## src/rtl/axi4_defs_pkg.sv

```systemverilog
// rtl/axi4_defs_pkg.sv - shared AXI4 constants, fetch FSM states and 4KB page helper
package axi4_defs_pkg;

    localparam logic [1:0] AXI_BURST_INCR = 2'b01;
    localparam logic [1:0] AXI_RESP_OKAY  = 2'b00;
    localparam int         AXI_PAGE_BYTES = 4096;

    typedef enum logic [1:0] {
        ST_IDLE,
        ST_ISSUE,
        ST_FLUSH
    } fetch_state_t;

    // Words left before the next 4KB boundary (1..1024).
    function automatic logic [23:0] page_words(input logic [11:0] offset);
        logic [12:0] room;
        room = 13'(AXI_PAGE_BYTES) - {1'b0, offset};
        return 24'(room >> 2);
    endfunction

endpackage

```

## src/rtl/axi4_frame_fetch_if.sv

```systemverilog
// rtl/axi4_frame_fetch_if.sv - AR/R master channels and output word stream of the frame fetcher
interface axi4_frame_fetch_if;
    logic        outport_arvalid_o;
    logic        outport_arready_i;
    logic [31:0] outport_araddr_o;
    logic [3:0]  outport_arid_o;
    logic [7:0]  outport_arlen_o;
    logic [1:0]  outport_arburst_o;
    logic        outport_rvalid_i;
    logic [31:0] outport_rdata_i;
    logic [1:0]  outport_rresp_i;
    logic [3:0]  outport_rid_i;
    logic        outport_rlast_i;
    logic        outport_rready_o;
    logic        stream_valid_o;
    logic [31:0] stream_data_o;
    logic        stream_ready_i;

    modport master (
        output outport_arvalid_o, outport_araddr_o, outport_arid_o, outport_arlen_o,
               outport_arburst_o, outport_rready_o, stream_valid_o, stream_data_o,
        input  outport_arready_i, outport_rvalid_i, outport_rdata_i, outport_rresp_i,
               outport_rid_i, outport_rlast_i, stream_ready_i
    );

    modport slave (
        input  outport_arvalid_o, outport_araddr_o, outport_arid_o, outport_arlen_o,
               outport_arburst_o, outport_rready_o, stream_valid_o, stream_data_o,
        output outport_arready_i, outport_rvalid_i, outport_rdata_i, outport_rresp_i,
               outport_rid_i, outport_rlast_i, stream_ready_i
    );
endinterface

```

## src/rtl/axi4_frame_fetch_fifo.sv

```systemverilog
// rtl/axi4_frame_fetch_fifo.sv - registered synchronous word FIFO with occupancy count
module axi4_frame_fetch_fifo #(
    parameter int WIDTH = 32,
    parameter int DEPTH = 64
) (
    input  logic                       clk_i,
    input  logic                       rst_i,
    input  logic                       s_tvalid,
    input  logic [WIDTH-1:0]           s_tdata,
    output logic                       m_tvalid,
    output logic [WIDTH-1:0]           m_tdata,
    input  logic                       m_tready,
    output logic [$clog2(DEPTH):0]     count
);
    localparam int AW = $clog2(DEPTH);

    logic [WIDTH-1:0] mem [DEPTH];
    logic [AW-1:0]    wr_ptr;
    logic [AW-1:0]    rd_ptr;
    logic             push;
    logic             pop;

    assign m_tvalid = (count != '0);
    assign m_tdata  = mem[rd_ptr];
    assign push     = s_tvalid && (count != (AW+1)'(DEPTH));
    assign pop      = m_tvalid && m_tready;

    always_ff @(posedge clk_i) begin
        if (push) begin
            mem[wr_ptr] <= s_tdata;
        end
    end

    always_ff @(posedge clk_i or posedge rst_i) begin
        if (rst_i) begin
            wr_ptr <= '0;
            rd_ptr <= '0;
            count  <= '0;
        end else begin
            if (push) wr_ptr <= wr_ptr + 1'b1;
            if (pop)  rd_ptr <= rd_ptr + 1'b1;
            count <= count + (AW+1)'(push) - (AW+1)'(pop);
        end
    end
endmodule

```

## src/rtl/axi4_frame_fetch.sv

```systemverilog
// rtl/axi4_frame_fetch.sv - AXI4 read DMA: 4KB-safe INCR bursts with FIFO credit, word stream out
module axi4_frame_fetch
    import axi4_defs_pkg::*;
#(
    parameter int BURST_LEN  = 16,
    parameter int FIFO_DEPTH = 64,
    parameter int AXI_ID     = 0
) (
    input  logic                clk_i,
    input  logic                rst_i,
    input  logic                cfg_start_i,
    input  logic [31:0]         cfg_addr_i,
    input  logic [23:0]         cfg_words_i,
    output logic                busy_o,
    output logic                done_o,
    output logic                error_o,
    axi4_frame_fetch_if.master  bus
);
    localparam int CW = $clog2(FIFO_DEPTH) + 1;

    fetch_state_t  state_q, state_d;
    logic [31:0]   addr_q;
    logic [23:0]   remaining_q;
    logic [CW-1:0] outstanding_q;
    logic [CW-1:0] fifo_count;
    logic          arvalid_q;
    logic [31:0]   araddr_q;
    logic [7:0]    arlen_q;
    logic          rready_q;
    logic          error_q;
    logic          zero_done_q;

    logic [23:0]   beats;
    logic [23:0]   credit;
    logic [CW-1:0] add_beats;
    logic          ar_hs, r_beat, issue, job_start, flush_done;
    logic          unused_ok;

    assign unused_ok = &{1'b0, bus.outport_rid_i, bus.outport_rlast_i, cfg_addr_i[1:0]};

    always_comb begin
        beats = 24'(BURST_LEN);
        if (remaining_q < beats) beats = remaining_q;
        if (page_words(addr_q[11:0]) < beats) beats = page_words(addr_q[11:0]);
    end

    // Outstanding counts beats from issue time, so FIFO space is reserved before AR goes out.
    assign credit     = 24'(FIFO_DEPTH) - 24'(fifo_count) - 24'(outstanding_q);
    assign ar_hs      = arvalid_q && bus.outport_arready_i;
    assign r_beat     = bus.outport_rvalid_i && rready_q;
    assign job_start  = (state_q == ST_IDLE) && cfg_start_i;
    assign issue      = (state_q == ST_ISSUE) && (remaining_q != '0) &&
                        (!arvalid_q || ar_hs) && (credit >= beats);
    assign flush_done = (state_q == ST_FLUSH) && (outstanding_q == '0) && !arvalid_q;
    assign add_beats  = issue ? CW'(beats) : '0;

    always_comb begin
        state_d = state_q;
        case (state_q)
            ST_IDLE:  if (job_start && cfg_words_i != '0) state_d = ST_ISSUE;
            ST_ISSUE: if (issue && remaining_q == beats)  state_d = ST_FLUSH;
            ST_FLUSH: if (flush_done)                     state_d = ST_IDLE;
            default:                                      state_d = ST_IDLE;
        endcase
    end

    always_ff @(posedge clk_i or posedge rst_i) begin
        if (rst_i) begin
            state_q       <= ST_IDLE;
            addr_q        <= '0;
            remaining_q   <= '0;
            outstanding_q <= '0;
            arvalid_q     <= 1'b0;
            araddr_q      <= '0;
            arlen_q       <= '0;
            rready_q      <= 1'b0;
            error_q       <= 1'b0;
            zero_done_q   <= 1'b0;
        end else begin
            state_q     <= state_d;
            rready_q    <= 1'b1;
            zero_done_q <= job_start && (cfg_words_i == '0);
            if (job_start) begin
                addr_q      <= {cfg_addr_i[31:2], 2'b00};
                remaining_q <= cfg_words_i;
                error_q     <= 1'b0;
            end else if (issue) begin
                addr_q      <= addr_q + (32'(beats) << 2);
                remaining_q <= remaining_q - beats;
            end
            if (issue) begin
                arvalid_q <= 1'b1;
                araddr_q  <= addr_q;
                arlen_q   <= 8'(beats - 24'd1);
            end else if (ar_hs) begin
                arvalid_q <= 1'b0;
            end
            outstanding_q <= outstanding_q + add_beats - CW'(r_beat);
            if (r_beat && bus.outport_rresp_i != AXI_RESP_OKAY) error_q <= 1'b1;
        end
    end

    axi4_frame_fetch_fifo #(.WIDTH(32), .DEPTH(FIFO_DEPTH)) u_fifo (
        .clk_i    (clk_i),
        .rst_i    (rst_i),
        .s_tvalid (r_beat),
        .s_tdata  (bus.outport_rdata_i),
        .m_tvalid (bus.stream_valid_o),
        .m_tdata  (bus.stream_data_o),
        .m_tready (bus.stream_ready_i),
        .count    (fifo_count)
    );

    assign bus.outport_arvalid_o = arvalid_q;
    assign bus.outport_araddr_o  = araddr_q;
    assign bus.outport_arlen_o   = arlen_q;
    assign bus.outport_arid_o    = 4'(AXI_ID);
    assign bus.outport_arburst_o = AXI_BURST_INCR;
    assign bus.outport_rready_o  = rready_q;
    assign busy_o                = (state_q != ST_IDLE);
    assign done_o                = flush_done || zero_done_q;
    assign error_o               = error_q;
endmodule

```

## src/flat_wrapper.sv

```systemverilog
// flat-port wrapper written by rule: the top's interface ports become plain ports
module axi4_frame_fetch_flat import axi4_defs_pkg::*;
#(
    parameter int BURST_LEN  = 16,
    parameter int FIFO_DEPTH = 64,
    parameter int AXI_ID     = 0
)
  (clk_i, rst_i, cfg_start_i, cfg_addr_i, cfg_words_i, busy_o, done_o, error_o, bus_outport_arvalid_o, bus_outport_araddr_o, bus_outport_arid_o, bus_outport_arlen_o, bus_outport_arburst_o, bus_outport_rready_o, bus_stream_valid_o, bus_stream_data_o, bus_outport_arready_i, bus_outport_rvalid_i, bus_outport_rdata_i, bus_outport_rresp_i, bus_outport_rid_i, bus_outport_rlast_i, bus_stream_ready_i);
  axi4_frame_fetch_if bus_i ();
  input  logic clk_i;
  input  logic rst_i;
  input  logic cfg_start_i;
  input  logic [31:0] cfg_addr_i;
  input  logic [23:0] cfg_words_i;
  output logic busy_o;
  output logic done_o;
  output logic error_o;
  output wire logic [$bits(bus_i.outport_arvalid_o)-1:0] bus_outport_arvalid_o;
  output wire logic [$bits(bus_i.outport_araddr_o)-1:0] bus_outport_araddr_o;
  output wire logic [$bits(bus_i.outport_arid_o)-1:0] bus_outport_arid_o;
  output wire logic [$bits(bus_i.outport_arlen_o)-1:0] bus_outport_arlen_o;
  output wire logic [$bits(bus_i.outport_arburst_o)-1:0] bus_outport_arburst_o;
  output wire logic [$bits(bus_i.outport_rready_o)-1:0] bus_outport_rready_o;
  output wire logic [$bits(bus_i.stream_valid_o)-1:0] bus_stream_valid_o;
  output wire logic [$bits(bus_i.stream_data_o)-1:0] bus_stream_data_o;
  input wire logic [$bits(bus_i.outport_arready_i)-1:0] bus_outport_arready_i;
  input wire logic [$bits(bus_i.outport_rvalid_i)-1:0] bus_outport_rvalid_i;
  input wire logic [$bits(bus_i.outport_rdata_i)-1:0] bus_outport_rdata_i;
  input wire logic [$bits(bus_i.outport_rresp_i)-1:0] bus_outport_rresp_i;
  input wire logic [$bits(bus_i.outport_rid_i)-1:0] bus_outport_rid_i;
  input wire logic [$bits(bus_i.outport_rlast_i)-1:0] bus_outport_rlast_i;
  input wire logic [$bits(bus_i.stream_ready_i)-1:0] bus_stream_ready_i;
  assign bus_outport_arvalid_o = bus_i.outport_arvalid_o;
  assign bus_outport_araddr_o = bus_i.outport_araddr_o;
  assign bus_outport_arid_o = bus_i.outport_arid_o;
  assign bus_outport_arlen_o = bus_i.outport_arlen_o;
  assign bus_outport_arburst_o = bus_i.outport_arburst_o;
  assign bus_outport_rready_o = bus_i.outport_rready_o;
  assign bus_stream_valid_o = bus_i.stream_valid_o;
  assign bus_stream_data_o = bus_i.stream_data_o;
  assign bus_i.outport_arready_i = bus_outport_arready_i;
  assign bus_i.outport_rvalid_i = bus_outport_rvalid_i;
  assign bus_i.outport_rdata_i = bus_outport_rdata_i;
  assign bus_i.outport_rresp_i = bus_outport_rresp_i;
  assign bus_i.outport_rid_i = bus_outport_rid_i;
  assign bus_i.outport_rlast_i = bus_outport_rlast_i;
  assign bus_i.stream_ready_i = bus_stream_ready_i;
  axi4_frame_fetch #(.BURST_LEN(BURST_LEN), .FIFO_DEPTH(FIFO_DEPTH), .AXI_ID(AXI_ID)) u_core (.clk_i(clk_i), .rst_i(rst_i), .cfg_start_i(cfg_start_i), .cfg_addr_i(cfg_addr_i), .cfg_words_i(cfg_words_i), .busy_o(busy_o), .done_o(done_o), .error_o(error_o), .bus(bus_i));
endmodule
```

## config.mk

```make
export PLATFORM = sky130hd
export DESIGN_NAME = axi4_frame_fetch_flat
export DESIGN_NICKNAME = d
export VERILOG_FILES = /design/src/rtl/axi4_defs_pkg.sv /design/src/rtl/axi4_frame_fetch_if.sv /design/src/rtl/axi4_frame_fetch_fifo.sv /design/src/rtl/axi4_frame_fetch.sv /design/src/flat_wrapper.sv
export SDC_FILE = /design/constraint.sdc
export NUM_CORES = 2
export LEC_CHECK = 0
export CAP_MARGIN = 20
export CORE_MARGIN = 1.5
export CORE_UTILIZATION = 40
export CTS_BUF_LIST = sky130_fd_sc_hd__clkbuf_16
export CTS_CLUSTER_SIZE = 16
export DETAILED_ROUTE_END_ITERATION = 10
export HOLD_SLACK_MARGIN = 0.1
export PLACE_DENSITY = 0.64
export SKIP_CTS_REPAIR_TIMING = 1
export SYNTH_ARGS = -nofsm -noshare
export SYNTH_HDL_FRONTEND = slang
export SYNTH_SLANG_ARGS = --single-unit
```

## constraint.sdc

```tcl
create_clock -name clk_i -period 6.4 [get_ports clk_i]
set_input_delay 1.28 -clock clk_i [delete_from_list [all_inputs] [get_ports clk_i]]
set_output_delay 1.28 -clock clk_i [all_outputs]
set_load 0.02 [all_outputs]
```

Word-level counts from Yosys, hierarchy flattened
Memory sizes are Yosys's and may differ from the RTL's.
Index checks and enable logic that the tools add are counted.
- register bits: 128
- RAM bits: 2048
- bits of input ports: 101
- output and inout bits: 84
- word-level logic and storage cells: 82
- memories: 1
- memories (memory ; depth ; bits a word ; rd ports ; clocked after memory_dff ; write ports ; RTL line ; source):
    u_core.u_fifo.mem ; 64 ; 32 ; 1 ; 0 ; 1 ; axi4_frame_fetch_fifo.sv:17 ; logic [WIDTH-1:0] mem [DEPTH];
- add/subtract/negate cells: 12
- $lt $le $gt $ge: 3
- equal/unequal tests: 7
- mux-type cells: 17
- reductions and logical operators: 29
- operators by type and width (kind ; count):
    $mux W24 ; 4
    $mux W32 ; 2
    $reduce_bool A24 Y1 ; 2
    $add A32 B26 Y32 ; 1
    $eq A24 B24 Y1 ; 1
    $ge A24 B24 Y1 ; 1
    $logic_not A24 Y1 ; 1
    $lt A11 B24 Y1 ; 1
    $lt A24 B5 Y1 const B ; 1
    $sub A24 B24 Y24 ; 1
    $sub A24 B7 Y24 ; 1
    $logic_and A1 B1 Y1 ; 14
    $sub A7 B1 Y7 ; 2
    $sub A13 B12 Y13 const A ; 1
    $add A6 B1 Y6 const B ; 2
    $reduce_bool A2 Y1 ; 5
    $sub A7 B7 Y8 const A ; 1
    $sub A8 B1 Y8 const B ; 1
    $add A7 B1 Y7 ; 1
    $add A7 B7 Y7 ; 1
    $logic_not A7 Y1 ; 1
    $mux W7 ; 1
    $ne A7 B7 Y1 const B ; 1
    $reduce_bool A7 Y1 ; 1
    11 further kinds ; 20

Longest topological paths before layout
- depth after elaboration: 9
- depth in mapped cells: 36
- mapped depth without buffers: 32

By module
Synthesis repeated with hierarchy kept, for this count alone.
- cell total of the unflattened synthesis: 4831
- area total of the unflattened synthesis: 88630.0 µm²
- by module, submodules not included (module ; times used ; cells an instance ; area an instance (µm²) ; seq. area each (µm²)):
    axi4_frame_fetch_fifo ; 1 ; 3760 ; 79754.0 ; 61974.4
    axi4_frame_fetch ; 1 ; 1071 ; 8876.0 ; 2627.5

Least setup slack after synthesis
OpenSTA, ideal clock, no wires.
- path type: register to register
- from: register u_core.addr_q[4]
- to: register u_core.outstanding_q[6]
- library setup time: 0.125 ns
- data arrival time: 6.455 ns
- required time: 6.275 ns
- setup slack: -0.180 ns
- stages on the path, launching flop included: 34
- buffers on the path: 4
- clock period less this slack: 6.580 ns
- path through: dfrtp_1 -> buf_6 -> nor4_2 -> nand2b_2 -> nor4_1 -> xnor2_1 -> ha_1 -> a21o_1 -> a221oi_2 -> o21a_1 -> buf_2 -> nand2_1 -> o21ai_1 -> inv_1 -> ha_1 -> and2_1 -> o21ai_0 -> o21ai_0 -> o22a_1 -> maj3_2 -> o311a_4 -> or2_4 -> buf_6 -> buf_2 -> nand2_1 -> ha_1 -> fa_1 -> inv_1 -> a21oi_1 -> o21bai_1 -> a21o_1 -> a21oi_1 -> xnor2_1 -> xnor2_1
- longest elaborated chain between the ends: 8
- ends and longest elaborated chain (what ; RTL line ; source):
    from (decl) ; axi4_frame_fetch.sv:22 ; logic [31:0] addr_q;
    from (signal assigned) ; axi4_frame_fetch.sv:84 ; addr_q <= {cfg_addr_i[31:2], 2'b00};
    from (signal assigned) ; axi4_frame_fetch.sv:88 ; addr_q <= addr_q + (32'(beats) << 2);
    $sub A13 B12 Y13 * ; axi4_defs_pkg.sv:17 ; room = 13'(AXI_PAGE_BYTES) - {1'b0, offset};
    $lt A11 B24 Y1 ; axi4_frame_fetch.sv:44 ; if (page_words(addr_q[11:0]) < beats) beats = page_words(addr_q[11:0]);
    $mux W24 * ; axi4_frame_fetch.sv:44 ;
    $ge A24 B24 Y1 ; axi4_frame_fetch.sv:53 ; (!arvalid_q || ar_hs) && (credit >= beats);
    $logic_and A1 B1 Y1 ; axi4_frame_fetch.sv:53 ;
    $mux W7 * ; axi4_frame_fetch.sv:55 ; assign add_beats = issue ? CW'(beats) : '0;
    $add A7 B7 Y7 * ; axi4_frame_fetch.sv:98 ; outstanding_q <= outstanding_q + add_beats - CW'(r_beat);
    $sub A7 B1 Y7 * ; axi4_frame_fetch.sv:98 ;
    to (signal assigned) ; axi4_frame_fetch.sv:98 ;
    to (decl) ; axi4_frame_fetch.sv:24 ; logic [CW-1:0] outstanding_q;
Every way passes the cells marked *; elsewhere a longest branch is shown, timed or not.
A chain may end at the register's enable or synchronous reset.

Worst setup path after layout
- from: register u_core.remaining_q[23]
- to: register u_core.outstanding_q[6]
- longest elaborated chain between the ends: 9
- elaborated cells on any way between the ends: 12
- classes of those cells: 2 x add/sub; 3 x order compare; 3 x mux; 4 x reduce/logical
- ends and longest elaborated chain (what ; RTL line ; source):
    from (decl) ; axi4_frame_fetch.sv:23 ; logic [23:0] remaining_q;
    from (signal assigned) ; axi4_frame_fetch.sv:85 ; remaining_q <= cfg_words_i;
    from (signal assigned) ; axi4_frame_fetch.sv:89 ; remaining_q <= remaining_q - beats;
    $lt A24 B5 Y1 ; axi4_frame_fetch.sv:43 ; if (remaining_q < beats) beats = remaining_q;
    $mux W24 ; axi4_frame_fetch.sv:43 ;
    $lt A11 B24 Y1 ; axi4_frame_fetch.sv:44 ;
    $mux W24 ; axi4_frame_fetch.sv:44 ;
    $ge A24 B24 Y1 ; axi4_frame_fetch.sv:53 ;
    $logic_and A1 B1 Y1 ; axi4_frame_fetch.sv:53 ;
    $mux W7 * ; axi4_frame_fetch.sv:55 ;
    $add A7 B7 Y7 * ; axi4_frame_fetch.sv:98 ;
    $sub A7 B1 Y7 * ; axi4_frame_fetch.sv:98 ;
Marks and branches as above.

==> impl_results.md <==
* # rows at 171
* Area share of the largest cell type after synthesis at 0.705
* Gr ovfl total at 0
* Final setup viols at 0
* Sequential area share after synthesis at 0.741
* Max-cap viol count at 0
* Hold WC Path Type: flip-flop to flip-flop
* Netlist Area Pre-Place at 87200 um2
* EDFF count, synth at 2048
* Most frequent CP cell: a21oi_2
* Min Tclk post-route at 6.12 ns
* Post-route ant nets at 0
* CTS root buffer: clkbuf_16
* Area occupied by multi-input gates at 22500 um2
* Crit path DAT at 6.83 ns
* Yosys warnings at 0
* Total Routed Length at 206000 um
* Worst skew pair latency at 0.88 ns
* Share of cells above drive strength 1 at 0.292
* Routed length per instance at 27.3 um
* CP endpoint: u_core.outstanding_q[6]$_DFF_PP0_
* Drt first pass iters at 5
* Initial Utilization at 0.402
* Most numerous cell in the Yosys netlist: edfxtp_1
* Yosys cell types at 77
* Fill cells at 17800
* Io pins at 185
* Final core occ at 0.470
* Fin. Hold Viols at 0
* Worst path bufs/invs at 4
* Worst Hold Launch: u_core.bus.outport_araddr_o[11]$_DFFE_PP0N_
* Slowest CP cell: dfrtp_2
* Die area at 221000 um2
* Number of I/O port buffers at 169
* Status: complete, no violations
* PD cells at 464 nW/um2
* Largest net degree at the start of global routing at 96
* CTS tree: yes
* Worst-path clk slew at 0.06 ns
* Hold_ws at 0.466 ns
* Fin nets at 4705
* First-pass GRT wire length at 300000 um
* Die W at 470 um
* Fmax at 163 MHz
* Crit-path leading delay family: compound AO/OA/AOI/OAI gates
* Post-synth top cells: edfxtp_1 (2048), mux4_2 (672), nand2_1 (159), dfrtp_1 (124), nor2_1 (123)
* Synth Area per Inst at 21.6 um2
* Post-DR vias/cell at 5.60
* RR Endpoint: u_core.outstanding_q[6]$_DFF_PP0_
* FF-to-FF Start: u_core.remaining_q[23]$_DFFE_PP0N_
* Pins Over Slew Limit at 0
* Clk buf depth at 3
* Core Area at 217000 um2
* P_leak at 0.0331 uW
* Reg-to-reg setup timing slack at 0.28 ns
* Critical path's largest stage delay at 0.43 ns
* Crit path launch: u_core.remaining_q[23]$_DFFE_PP0N_
* Top_reg_cell synth: edfxtp_1
* Async S/R FF share, synth at 0.0571
* Max rail drop VDD at 0.000320 V
* Max_slew headroom at 0.240
* Final Wtd Congestion at 0.841
* Area contributors post-synth: edfxtp_1 (70%), mux4_2 (17%), dfrtp_1 (3.6%)
* Area grow syn2layout at 17.0%
* Worst Tran Pin Value at 1.14 ns
* H-tree levels at 4
* Crit end category: flip-flop
* Crit path depth at 31
* CP required at 7.10 ns
* Initial antenna violation count at 29
* Yosys reg bits at 2172
* R2R depth at 31
* Detail Placement HPWL at 126000 um
* Crit share post-route at 0.957
* Clock Skew at 0.0957 ns
* Final routed DRC violation total at 0
* Vias in the first global route at 43100
* CTS buffer count at 212
* CP Class: flip-flop to flip-flop
* Gr usage total at 0.185
* CTS Sinks at 2172
* Cell accounting for the most synthesized area: edfxtp_1
* Die Y-Extent at 470 um
* Synth Instances at 4038
* Via count of the routed design at 42200
* Crit start category: flip-flop
* Crit-path max FO at 4
* 1st-iter DRT viols at 4295
* FF/Latch Area at 64600 um2
==> stage by stage <==
step | cell area, um2 | TNS, ns | setup slack (ns) | total power, uW | instances
4_1_cts | 101000 | -0.0483 | -0.0483 | 47400 | 7481
3_3_place_gp | 93900 | -0.0819 | -0.0819 | 34600 | 7080
3_5_place_dp | 93900 | 0 | 0.0192 | 34800 | 7081
2_1_floorplan | 87500 | 0 | 0.00962 | 28600 | 4089
6_report | 102000 | 0 | 0.278 | 47300 | 7529
5_1_grt | 102000 | -0.0240 | -0.0240 | 49400 | 7526
==> metal layers <==
layer,part of all wire,up-vias,global-route usage,wire [um]
met3,0.066,274,0.0329,13700
li1,-,17800,-,-
met1,0.41,22600,0.252,84300
met4,0.026,8,0.0521,5430
met5,0.00021,-,0,43
met2,0.50,1411,0.307,102000
==> cells in the final DEF, fill, tap and decap left out, types with 38 or more instances in the layout <==
master	Yosys	routed
edfxtp_1	2048	2048
mux4_2	672	672
clkbuf_16	0	213
nand2_1	159	158
buf_4	13	147
clkdlybuf4s50_1	0	137
dfrtp_1	124	117
ha_1	117	114
inv_1	73	105
nor2_4	1	66
buf_12	0	61
nor2_1	123	56
conb_1	2	53
clkinv_1	0	51
o21ai_0	53	50
clkinv_2	0	49
xnor2_1	48	46
a21oi_1	48	44
a21o_1	38	38
==> logic make-up (layout without fill, tap and decap cells) <==
group	count (synthesis)	after routing	share of synthesized area
other cells	2	60	0.0000861
fa+ha+maj	127	127	0.0185
flops	2172	2172	0.741
mux	682	682	0.175
compound gates	277	277	0.0226
buf+inv	275	854	0.0128
xor+xnor	76	76	0.00763
simple gates	427	427	0.0231
==> how the worst min path moves through the flow <==
| stage | to | slack [ns] | cells after the start |
|---|---|---|---|
| 2_1_floorplan | u_core.state_q[0]$_DFFE_PP0P_ | 0.44 | 1 |
| 3_3_place_gp | u_core.state_q[0]$_DFFE_PP0P_ | 0.44 | 1 |
| 3_5_place_dp | u_core.bus.outport_araddr_o[15]$_DFFE_PP0N_ | 0.46 | 2 |
| 4_1_cts | u_core.bus.outport_araddr_o[15]$_DFFE_PP0N_ | 0.47 | 2 |
| 5_1_grt | u_core.bus.outport_araddr_o[10]$_DFFE_PP0N_ | 0.50 | 2 |
| 6_report | u_core.bus.outport_araddr_o[11]$_DFFE_PP0N_ | 0.47 | 2 |
==> worst register-to-register path, delay by kind of cell (launching register included) <==
| family | cells | cell delay [ns] |
|---|---|---|
| muxes | 1 | 0.33 |
| DFF | 1 | 0.43 |
| AOI/OAI and AO/OA | 10 | 1.61 |
| buffers and inverters | 4 | 0.43 |
| and+or+nand+nor | 9 | 1.50 |
| adders and majority gates | 5 | 1.41 |
| xor gates and xnor gates | 2 | 0.33 |
==> power by group <==
group          total, uW  switching (uW)  internal, uW
combinational      17900            9460          8400
clock              12600            5440          7190
sequential         16800             657         16200
==> area by class of cell <==
cell class / instances / share of cell area
multi-input combinational: 1642 / 0.220
clock buffer: 213 / 0.0522
clock inverter: 187 / 0.0180
timing repair buffer: 381 / 0.0385
tap: 2854 / 0.0350
sequential: 2172 / 0.633
antenna: 7 / 0.000172
inverter: 73 / 0.00273
==> state kept, by name, indices dropped and copies added, names as in the netlist <==
name / count
u_core.u_fifo.wr_ptr: 6
u_core.addr_q: 30
u_core.bus.outport_araddr_o: 30
u_core.remaining_q: 24
u_core.state_q: 2
u_core.bus.outport_arlen_o: 8
u_core.bus.outport_arvalid_o: 1
u_core.u_fifo.count: 7
u_core.outstanding_q: 7
u_core.u_fifo.mem: 2048
u_core.bus.outport_rready_o: 1
u_core.u_fifo.rd_ptr: 6
u_core.zero_done_q: 1
u_core.error_o: 1
Note: power is estimated with default switching activity, not from simulation.
